<file path="src/rtl/mem_port_arbiter_if.sv">
// mem_port_arbiter_if: fetch, data and memory bus signals shared between core, arbiter and memory
interface mem_port_arbiter_if;
    logic        i_req;
    logic [15:0] i_mem_pc;
    logic [31:0] i_mem_opcode;
    logic        i_mem_rdy;
    logic        d_mem_assert;
    logic        d_mem_cmd;
    logic [15:0] d_mem_addr;
    logic        d_mem_be0;
    logic        d_mem_be1;
    logic [15:0] d_mem_data_out;
    logic [15:0] d_mem_data_in;
    logic        d_mem_rdy;
    logic        m_req;
    logic        m_we;
    logic [15:0] m_addr;
    logic [1:0]  m_be;
    logic [15:0] m_wdata;
    logic [15:0] m_rdata;
    logic        m_ack;
    modport slave (
        input  i_req, i_mem_pc, d_mem_assert, d_mem_cmd, d_mem_addr, d_mem_be0, d_mem_be1,
               d_mem_data_out, m_rdata, m_ack,
        output i_mem_opcode, i_mem_rdy, d_mem_data_in, d_mem_rdy, m_req, m_we, m_addr, m_be, m_wdata
    );
    modport master (
        output i_req, i_mem_pc, d_mem_assert, d_mem_cmd, d_mem_addr, d_mem_be0, d_mem_be1,
               d_mem_data_out, m_rdata, m_ack,
        input  i_mem_opcode, i_mem_rdy, d_mem_data_in, d_mem_rdy, m_req, m_we, m_addr, m_be, m_wdata
    );
endinterface

</file>
<file path="src/rtl/mem_port_arbiter.sv">
// mem_port_arbiter: shares a 16-bit memory between a two-beat fetch port and a byte/word data port
module mem_port_arbiter #(
    parameter int STARVE_LIMIT = 4
) (
    input logic              clk,
    input logic              rst,
    mem_port_arbiter_if.slave bus
);
    typedef enum logic [2:0] {IDLE, FETCH_HI, FETCH_LO, DATA, RESP} state_t;
    localparam logic [3:0] LIMIT = 4'(STARVE_LIMIT);
    state_t      state_q, state_d;
    logic [3:0]  streak_q, streak_d;
    logic [15:0] op_hi_q, op_hi_d;
    logic [31:0] opcode_q, opcode_d;
    logic [15:0] data_in_q, data_in_d;
    logic        i_rdy_q, i_rdy_d;
    logic        d_rdy_q, d_rdy_d;
    logic        m_req_q, m_req_d;
    logic        m_we_q, m_we_d;
    logic [15:0] m_addr_q, m_addr_d;
    logic [1:0]  m_be_q, m_be_d;
    logic [15:0] m_wdata_q, m_wdata_d;
    logic        word;
    logic        d_win;
    assign word  = bus.d_mem_be0 & bus.d_mem_be1;
    assign d_win = bus.d_mem_assert & (~bus.i_req | (streak_q < LIMIT));
    always_comb begin
        state_d   = state_q;
        streak_d  = streak_q;
        op_hi_d   = op_hi_q;
        opcode_d  = opcode_q;
        data_in_d = data_in_q;
        i_rdy_d   = 1'b0;
        d_rdy_d   = 1'b0;
        m_req_d   = m_req_q;
        m_we_d    = m_we_q;
        m_addr_d  = m_addr_q;
        m_be_d    = m_be_q;
        m_wdata_d = m_wdata_q;
        case (state_q)
            IDLE: begin
                streak_d = 4'd0;
                if (d_win) begin
                    state_d   = DATA;
                    m_req_d   = 1'b1;
                    m_we_d    = bus.d_mem_cmd;
                    m_addr_d  = {bus.d_mem_addr[15:1], 1'b0};
                    m_be_d    = word ? 2'b11 : (bus.d_mem_addr[0] ? 2'b01 : 2'b10);
                    m_wdata_d = word ? bus.d_mem_data_out : {2{bus.d_mem_data_out[7:0]}};
                    streak_d  = !bus.i_req ? 4'd0 : (streak_q == LIMIT ? LIMIT : streak_q + 4'd1);
                end else if (bus.i_req) begin
                    state_d  = FETCH_HI;
                    m_req_d  = 1'b1;
                    m_we_d   = 1'b0;
                    m_addr_d = {bus.i_mem_pc[15:2], 2'b00};
                    m_be_d   = 2'b11;
                end
            end
            FETCH_HI: if (bus.m_ack) begin
                op_hi_d  = bus.m_rdata;
                m_addr_d = {m_addr_q[15:2], 2'b10};
                state_d  = FETCH_LO;
            end
            FETCH_LO: if (bus.m_ack) begin
                opcode_d = {op_hi_q, bus.m_rdata};
                i_rdy_d  = 1'b1;
                m_req_d  = 1'b0;
                state_d  = RESP;
            end
            DATA: if (bus.m_ack) begin
                // the stored lane enables tell which byte a byte read returns
                data_in_d = m_we_q ? data_in_q :
                            m_be_q == 2'b11 ? bus.m_rdata :
                            {8'h00, m_be_q[0] ? bus.m_rdata[7:0] : bus.m_rdata[15:8]};
                d_rdy_d   = 1'b1;
                m_req_d   = 1'b0;
                state_d   = RESP;
            end
            default: state_d = IDLE;
        endcase
    end
    always_ff @(posedge clk) begin
        if (rst) begin
            state_q   <= IDLE;
            streak_q  <= '0;
            op_hi_q   <= '0;
            opcode_q  <= '0;
            data_in_q <= '0;
            i_rdy_q   <= 1'b0;
            d_rdy_q   <= 1'b0;
            m_req_q   <= 1'b0;
            m_we_q    <= 1'b0;
            m_addr_q  <= '0;
            m_be_q    <= '0;
            m_wdata_q <= '0;
        end else begin
            state_q   <= state_d;
            streak_q  <= streak_d;
            op_hi_q   <= op_hi_d;
            opcode_q  <= opcode_d;
            data_in_q <= data_in_d;
            i_rdy_q   <= i_rdy_d;
            d_rdy_q   <= d_rdy_d;
            m_req_q   <= m_req_d;
            m_we_q    <= m_we_d;
            m_addr_q  <= m_addr_d;
            m_be_q    <= m_be_d;
            m_wdata_q <= m_wdata_d;
        end
    end
    assign bus.i_mem_opcode  = opcode_q;
    assign bus.i_mem_rdy     = i_rdy_q;
    assign bus.d_mem_data_in = data_in_q;
    assign bus.d_mem_rdy     = d_rdy_q;
    assign bus.m_req         = m_req_q;
    assign bus.m_we          = m_we_q;
    assign bus.m_addr        = m_addr_q;
    assign bus.m_be          = m_be_q;
    assign bus.m_wdata       = m_wdata_q;
endmodule

</file>
<file path="src/flat_wrapper.sv">
// flat-port wrapper written by rule: the top's interface ports become plain ports
module mem_port_arbiter_flat 
#(
    parameter int STARVE_LIMIT = 4
)
  (clk, rst, bus_i_req, bus_i_mem_pc, bus_d_mem_assert, bus_d_mem_cmd, bus_d_mem_addr, bus_d_mem_be0, bus_d_mem_be1, bus_d_mem_data_out, bus_m_rdata, bus_m_ack, bus_i_mem_opcode, bus_i_mem_rdy, bus_d_mem_data_in, bus_d_mem_rdy, bus_m_req, bus_m_we, bus_m_addr, bus_m_be, bus_m_wdata);
  mem_port_arbiter_if bus_i ();
  input logic clk;
  input logic rst;
  input wire logic [$bits(bus_i.i_req)-1:0] bus_i_req;
  input wire logic [$bits(bus_i.i_mem_pc)-1:0] bus_i_mem_pc;
  input wire logic [$bits(bus_i.d_mem_assert)-1:0] bus_d_mem_assert;
  input wire logic [$bits(bus_i.d_mem_cmd)-1:0] bus_d_mem_cmd;
  input wire logic [$bits(bus_i.d_mem_addr)-1:0] bus_d_mem_addr;
  input wire logic [$bits(bus_i.d_mem_be0)-1:0] bus_d_mem_be0;
  input wire logic [$bits(bus_i.d_mem_be1)-1:0] bus_d_mem_be1;
  input wire logic [$bits(bus_i.d_mem_data_out)-1:0] bus_d_mem_data_out;
  input wire logic [$bits(bus_i.m_rdata)-1:0] bus_m_rdata;
  input wire logic [$bits(bus_i.m_ack)-1:0] bus_m_ack;
  output wire logic [$bits(bus_i.i_mem_opcode)-1:0] bus_i_mem_opcode;
  output wire logic [$bits(bus_i.i_mem_rdy)-1:0] bus_i_mem_rdy;
  output wire logic [$bits(bus_i.d_mem_data_in)-1:0] bus_d_mem_data_in;
  output wire logic [$bits(bus_i.d_mem_rdy)-1:0] bus_d_mem_rdy;
  output wire logic [$bits(bus_i.m_req)-1:0] bus_m_req;
  output wire logic [$bits(bus_i.m_we)-1:0] bus_m_we;
  output wire logic [$bits(bus_i.m_addr)-1:0] bus_m_addr;
  output wire logic [$bits(bus_i.m_be)-1:0] bus_m_be;
  output wire logic [$bits(bus_i.m_wdata)-1:0] bus_m_wdata;
  assign bus_i.i_req = bus_i_req;
  assign bus_i.i_mem_pc = bus_i_mem_pc;
  assign bus_i.d_mem_assert = bus_d_mem_assert;
  assign bus_i.d_mem_cmd = bus_d_mem_cmd;
  assign bus_i.d_mem_addr = bus_d_mem_addr;
  assign bus_i.d_mem_be0 = bus_d_mem_be0;
  assign bus_i.d_mem_be1 = bus_d_mem_be1;
  assign bus_i.d_mem_data_out = bus_d_mem_data_out;
  assign bus_i.m_rdata = bus_m_rdata;
  assign bus_i.m_ack = bus_m_ack;
  assign bus_i_mem_opcode = bus_i.i_mem_opcode;
  assign bus_i_mem_rdy = bus_i.i_mem_rdy;
  assign bus_d_mem_data_in = bus_i.d_mem_data_in;
  assign bus_d_mem_rdy = bus_i.d_mem_rdy;
  assign bus_m_req = bus_i.m_req;
  assign bus_m_we = bus_i.m_we;
  assign bus_m_addr = bus_i.m_addr;
  assign bus_m_be = bus_i.m_be;
  assign bus_m_wdata = bus_i.m_wdata;
  mem_port_arbiter #(.STARVE_LIMIT(STARVE_LIMIT)) u_core (.clk(clk), .rst(rst), .bus(bus_i));
endmodule
</file>
<file path="config.mk">
export PLATFORM = sky130hd
export DESIGN_NAME = mem_port_arbiter_flat
export DESIGN_NICKNAME = d
export VERILOG_FILES = /design/src/rtl/mem_port_arbiter_if.sv /design/src/rtl/mem_port_arbiter.sv /design/src/flat_wrapper.sv
export SDC_FILE = /design/constraint.sdc
export NUM_CORES = 1
export LEC_CHECK = 0
export ABC_AREA = 1
export CORE_AREA = 5 5 111 113
export CTS_CLUSTER_SIZE = 24
export DETAILED_ROUTE_END_ITERATION = 12
export DIE_AREA = 0 0 116 118
export PLACE_DENSITY = 0.74
export SYNTH_ARGS = -nofsm -noshare
export SYNTH_HDL_FRONTEND = slang
export SYNTH_SLANG_ARGS = --single-unit
export TNS_END_PERCENT = 10
</file>
<file path="constraint.sdc">
create_clock -name clk -period 1.4 [get_ports clk]
set_input_delay 0.42 -clock clk [delete_from_list [all_inputs] [get_ports clk]]
set_output_delay 0.42 -clock clk [all_outputs]
set_load 0.01 [all_outputs]
</file>
==> summary.md <==
| Metric | Value |
|---|---|
| Sequential Power Share | `38.3%` |
| YS warnings | `0` |
| Grt met2 use | `between 30% and 40%` |
| Status | `completed` |
| Top post-synthesis cells by count | `122 x nor2_1, 108 x dfxtp_1, 100 x nand2_1` |
| Setup Crit Path Kind | `reg -> out` |
| Dpl hpwl | `between 9 and 10 mm` |
| Io pins | `approximately 160` |
| Final worst slack | `between 0.03 and 0.04 ns` |
| Largest net degree at the start of global routing | `49` |
| CTS tree | `done` |
| Antenna Nets Post-Route | `0` |
| Chip Width | `between 100 and 150 um` |
| Maximum clock frequency | `between 700 and 800 MHz` |
| Leakage | `slightly above 3 nW` |
| Worst Clk Skew | `0.00597 ns` |
| Share of layout cells above drive strength 1 | `15.2%` |
| Antenna violations before repair | `0` |
| Netlist cell types | `26` |
| Net Count, Synth | `about 650` |
| Clock sinks | `roughly 110` |
| Vias in the first global route | `roughly 4500` |
| GR Util met1 | `around 23%` |
| Die area | `approximately 14000 sq um` |
| Count leader, synth | `nor2_1` |
| Nets@finish | `about 840` |
| ANT cells | `0` |
| Max Transition Viols Final | `0` |
| DIE HEIGHT | `~120 um` |
| Synth async-reset ratio | `0%` |
| Syn avg cell area | `about 7.5 sq um` |
| Sequential share of the synthesized area | `49.8%` |
| Comb pwr share | `36.8%` |
| Initial Util | `38.7%` |
| H-tree Lvls | `3` |
| Drt initial violations | `approximately 180` |
| Worst path slowest cell | `dfxtp_1` |
| Maximum vdd ir drop | `0.000748 V` |
| Area grow syn2layout | `53.0%` |
| Largest delay share family, worst path | `flip-flops` |
| R2R setup slack | `approximately 0.050 ns` |
| Clock Latency Late Sink | `about 0.34 ns` |
| Largest family of logic cells by synthesized area | `simple AND/OR/NAND/NOR gates` |
| Compound-Gate Fraction of Synth Area | `16.6%` |
| Largest buffer count on any clock path | `2` |
| Number of buffers created by CTS | `9` |
| Mux share of post-synthesis cell area | `0%` |
| Synth Area in XOR/XNOR | `less than 1%` |
| Post-synth EDFFs | `0` |
| Tmin final | `roughly 1.4 ns` |
| GRT busiest layer | `met2` |
| Final Hold Fails | `0` |
| Post-Place Cell Area | `between 6000 and 7000 sq um` |
| First-pass GRT wire length | `about 21 mm` |
| Gpl congestion | `between 0.8 and 0.9` |
| Row count | `39` |
| Worst Hold Slack | `0.469 ns` |
| Top-area cell type share of the netlist area | `about half` |
| Worst slack, placed | `-0.438 ns` |
| Simple-gate share of the synthesized area | `between 20% and 30%` |
| CP Launch Type | `flip-flop` |
| Fin crit share | `between 90 and 100%` |
| GRT Total Usage | `around a fifth` |
| DR vias | `about 4500` |
| Hold_buf cts | `0` |
| Synth Instances | `580` |
| RSZ-0062 raised after global routing | `true` |
| Internal power | `between 7 and 8 mW` |
| CP peak stage delay | `approximately 0.32 ns` |
| Area leader, netlist | `dfxtp_1` |
| Pwr dens | `1630 nW/um^2` |
| Sw Pwr | `3.60 mW` |
| Drt pass-1 iters | `5` |
| DRT Wirelength | `about 13 mm` |
| Top_reg_cell synth | `dfxtp_1` |
| Met3 GRT Util | `5.24%` |
| HP Class | `reg -> reg` |
| Worst-path cell chain | `dlygate4sd2_1` |
| CP Capture Type | `output pin` |
| Cell area after synthesis | `between 4000 and 5000 sq um` |
| # setup viols final | `0` |
| Data arrival time of the critical path | `around 0.95 ns` |
| Vias/cell | `4.89` |
| Max Cap Violations | `0` |
| Clock share of power | `around a quarter` |
| Clock Tree Root | `clkbuf_16` |
| Critical path peak fanout | `2` |
| Seq cells post-synth | `~110` |
| Per-cell routed wire length | `roughly 14 um` |
| Sw Share | `between 30 and 40%` |
| Critical path buffers and inverters | `1` |
| Total grt overflow | `0` |
| Top cells by area, synth | `dfxtp_1 50%, nor2_1 11%, nand2_1 8.6%, o21ai_0 6.4%, a21oi_1 3.3%` |
| Drc violations | `0` |
| Worst-path clk slew | `~0.07 ns` |
| Core footprint | `~11000 sq um` |
| Port buffer count | `between 150 and 200` |
| CP required | `0.98 ns` |
| Final instance area | `roughly 6600 sq um` |
| Post-Synth Adder-Cell Area | `less than 1%` |
-- metrics by stage --
step | setup TNS, ns | std cells | power, mW | util, %
2_1_floorplan | 0 | 580 | 6.30 | -
3_3_place_gp | -29.88 | 899 | 8.36 | 56.9
3_5_place_dp | -33.04 | 899 | 8.47 | 56.9
4_1_cts | 0 | 914 | 10.8 | 59.0
5_1_grt | -0.406 | 915 | 11.5 | 59.2
6_report | 0 | 915 | 10.8 | 59.2
-- sequential cells by signal, summed over array words and instances, names as in the netlist --
name,count
u_core.bus.i_mem_opcode,32
u_core.op_hi_q,16
u_core.bus.m_addr,15
u_core.bus.d_mem_data_in,16
u_core.bus.m_be,2
u_core.bus.d_mem_rdy,1
u_core.bus.m_req,1
u_core.streak_q,4
u_core.bus.m_we,1
u_core.bus.i_mem_rdy,1
u_core.bus.m_wdata,16
u_core.state_q,3
-- layout make-up --
cell class                 count  area, sq um
tap                          143          179
inverter                      39          151
sequential                   108         2160
timing repair buffer         210         1980
clock inverter                 5         85.1
multi-input combinational    400         1860
fill                        1046         4580
clock buffer                  10          229
-- power groups by stage --
stage	logic, mW	registers (mW)	clock network, mW
2_1_floorplan	1.86	4.43	0
3_3_place_gp	4.17	4.19	0
3_5_place_dp	4.26	4.21	0
4_1_cts	3.94	4.14	2.75
5_1_grt	4.43	4.24	2.87
6_report	3.99	4.14	2.69
-- repair_timing --
item | 4_1_cts | 5_1_grt
setup endpoints to repair | 116 | 125
setup buffers | 0 | 0
cloned | 0 | 1
gates resized for setup | 104 | 84
pin swaps | 1 | 2
-- metal layers --
metal / vias to the layer above / wire, um / part of all wire, %
met5: - / 0 / 0
met4: 0 / 292 / 2.3
met3: 30 / 982 / 7.6
met2: 166 / 6580 / 51
met1: 2040 / 5100 / 39
li1: 2238 / - / -
-- path summary, 6_finish.rpt --
check        cells past startpoint                                startpoint                                        to
min reg2reg                      2  u_core.bus.d_mem_data_in[9]$_SDFFE_PP0P_  u_core.bus.d_mem_data_in[9]$_SDFFE_PP0P_
max                              1        u_core.bus.m_addr[10]$_SDFFE_PP0P_                            bus_m_addr[10]
max reg2reg                      8            u_core.state_q[2]$_SDFFE_PP0P_         u_core.bus.m_addr[1]$_SDFFE_PP0P_
min                              2  u_core.bus.d_mem_data_in[9]$_SDFFE_PP0P_  u_core.bus.d_mem_data_in[9]$_SDFFE_PP0P_
-- cells by family (layout without fill, tap and decap cells) --
kind of cell	count (synthesis)	in the layout
AND/OR/NAND/NOR	263	263
buffers and inverters	72	264
flip-flops	108	108
AO/OA/AOI/OAI	133	133
XOR/XNOR	1	1
adder cells (fa/ha/maj)	2	2
other	1	1
-- layout by cell type (no fill, tap or decap), types with 3 or more instances in the layout --
| cell type | synthesis | layout |
|---|---|---|
| a21oi_1 | 29 | 29 |
| a21oi_2 | 4 | 4 |
| buf_12 | 0 | 8 |
| buf_4 | 5 | 45 |
| clkbuf_16 | 0 | 10 |
| clkbuf_2 | 0 | 19 |
| clkdlybuf4s15_1 | 0 | 49 |
| clkdlybuf4s50_1 | 0 | 66 |
| dfxtp_1 | 108 | 107 |
| dlygate4sd2_1 | 0 | 18 |
| inv_1 | 30 | 30 |
| inv_2 | 8 | 6 |
| nand2_1 | 100 | 100 |
| nand3_1 | 26 | 26 |
| nand3_2 | 3 | 3 |
| nor2_1 | 122 | 121 |
| nor2_2 | 2 | 3 |
| nor2_4 | 5 | 5 |
| o21a_1 | 14 | 14 |
| o21ai_0 | 56 | 54 |
| o21ai_1 | 29 | 31 |
No activity file was read; power rests on OpenSTA's default activity.
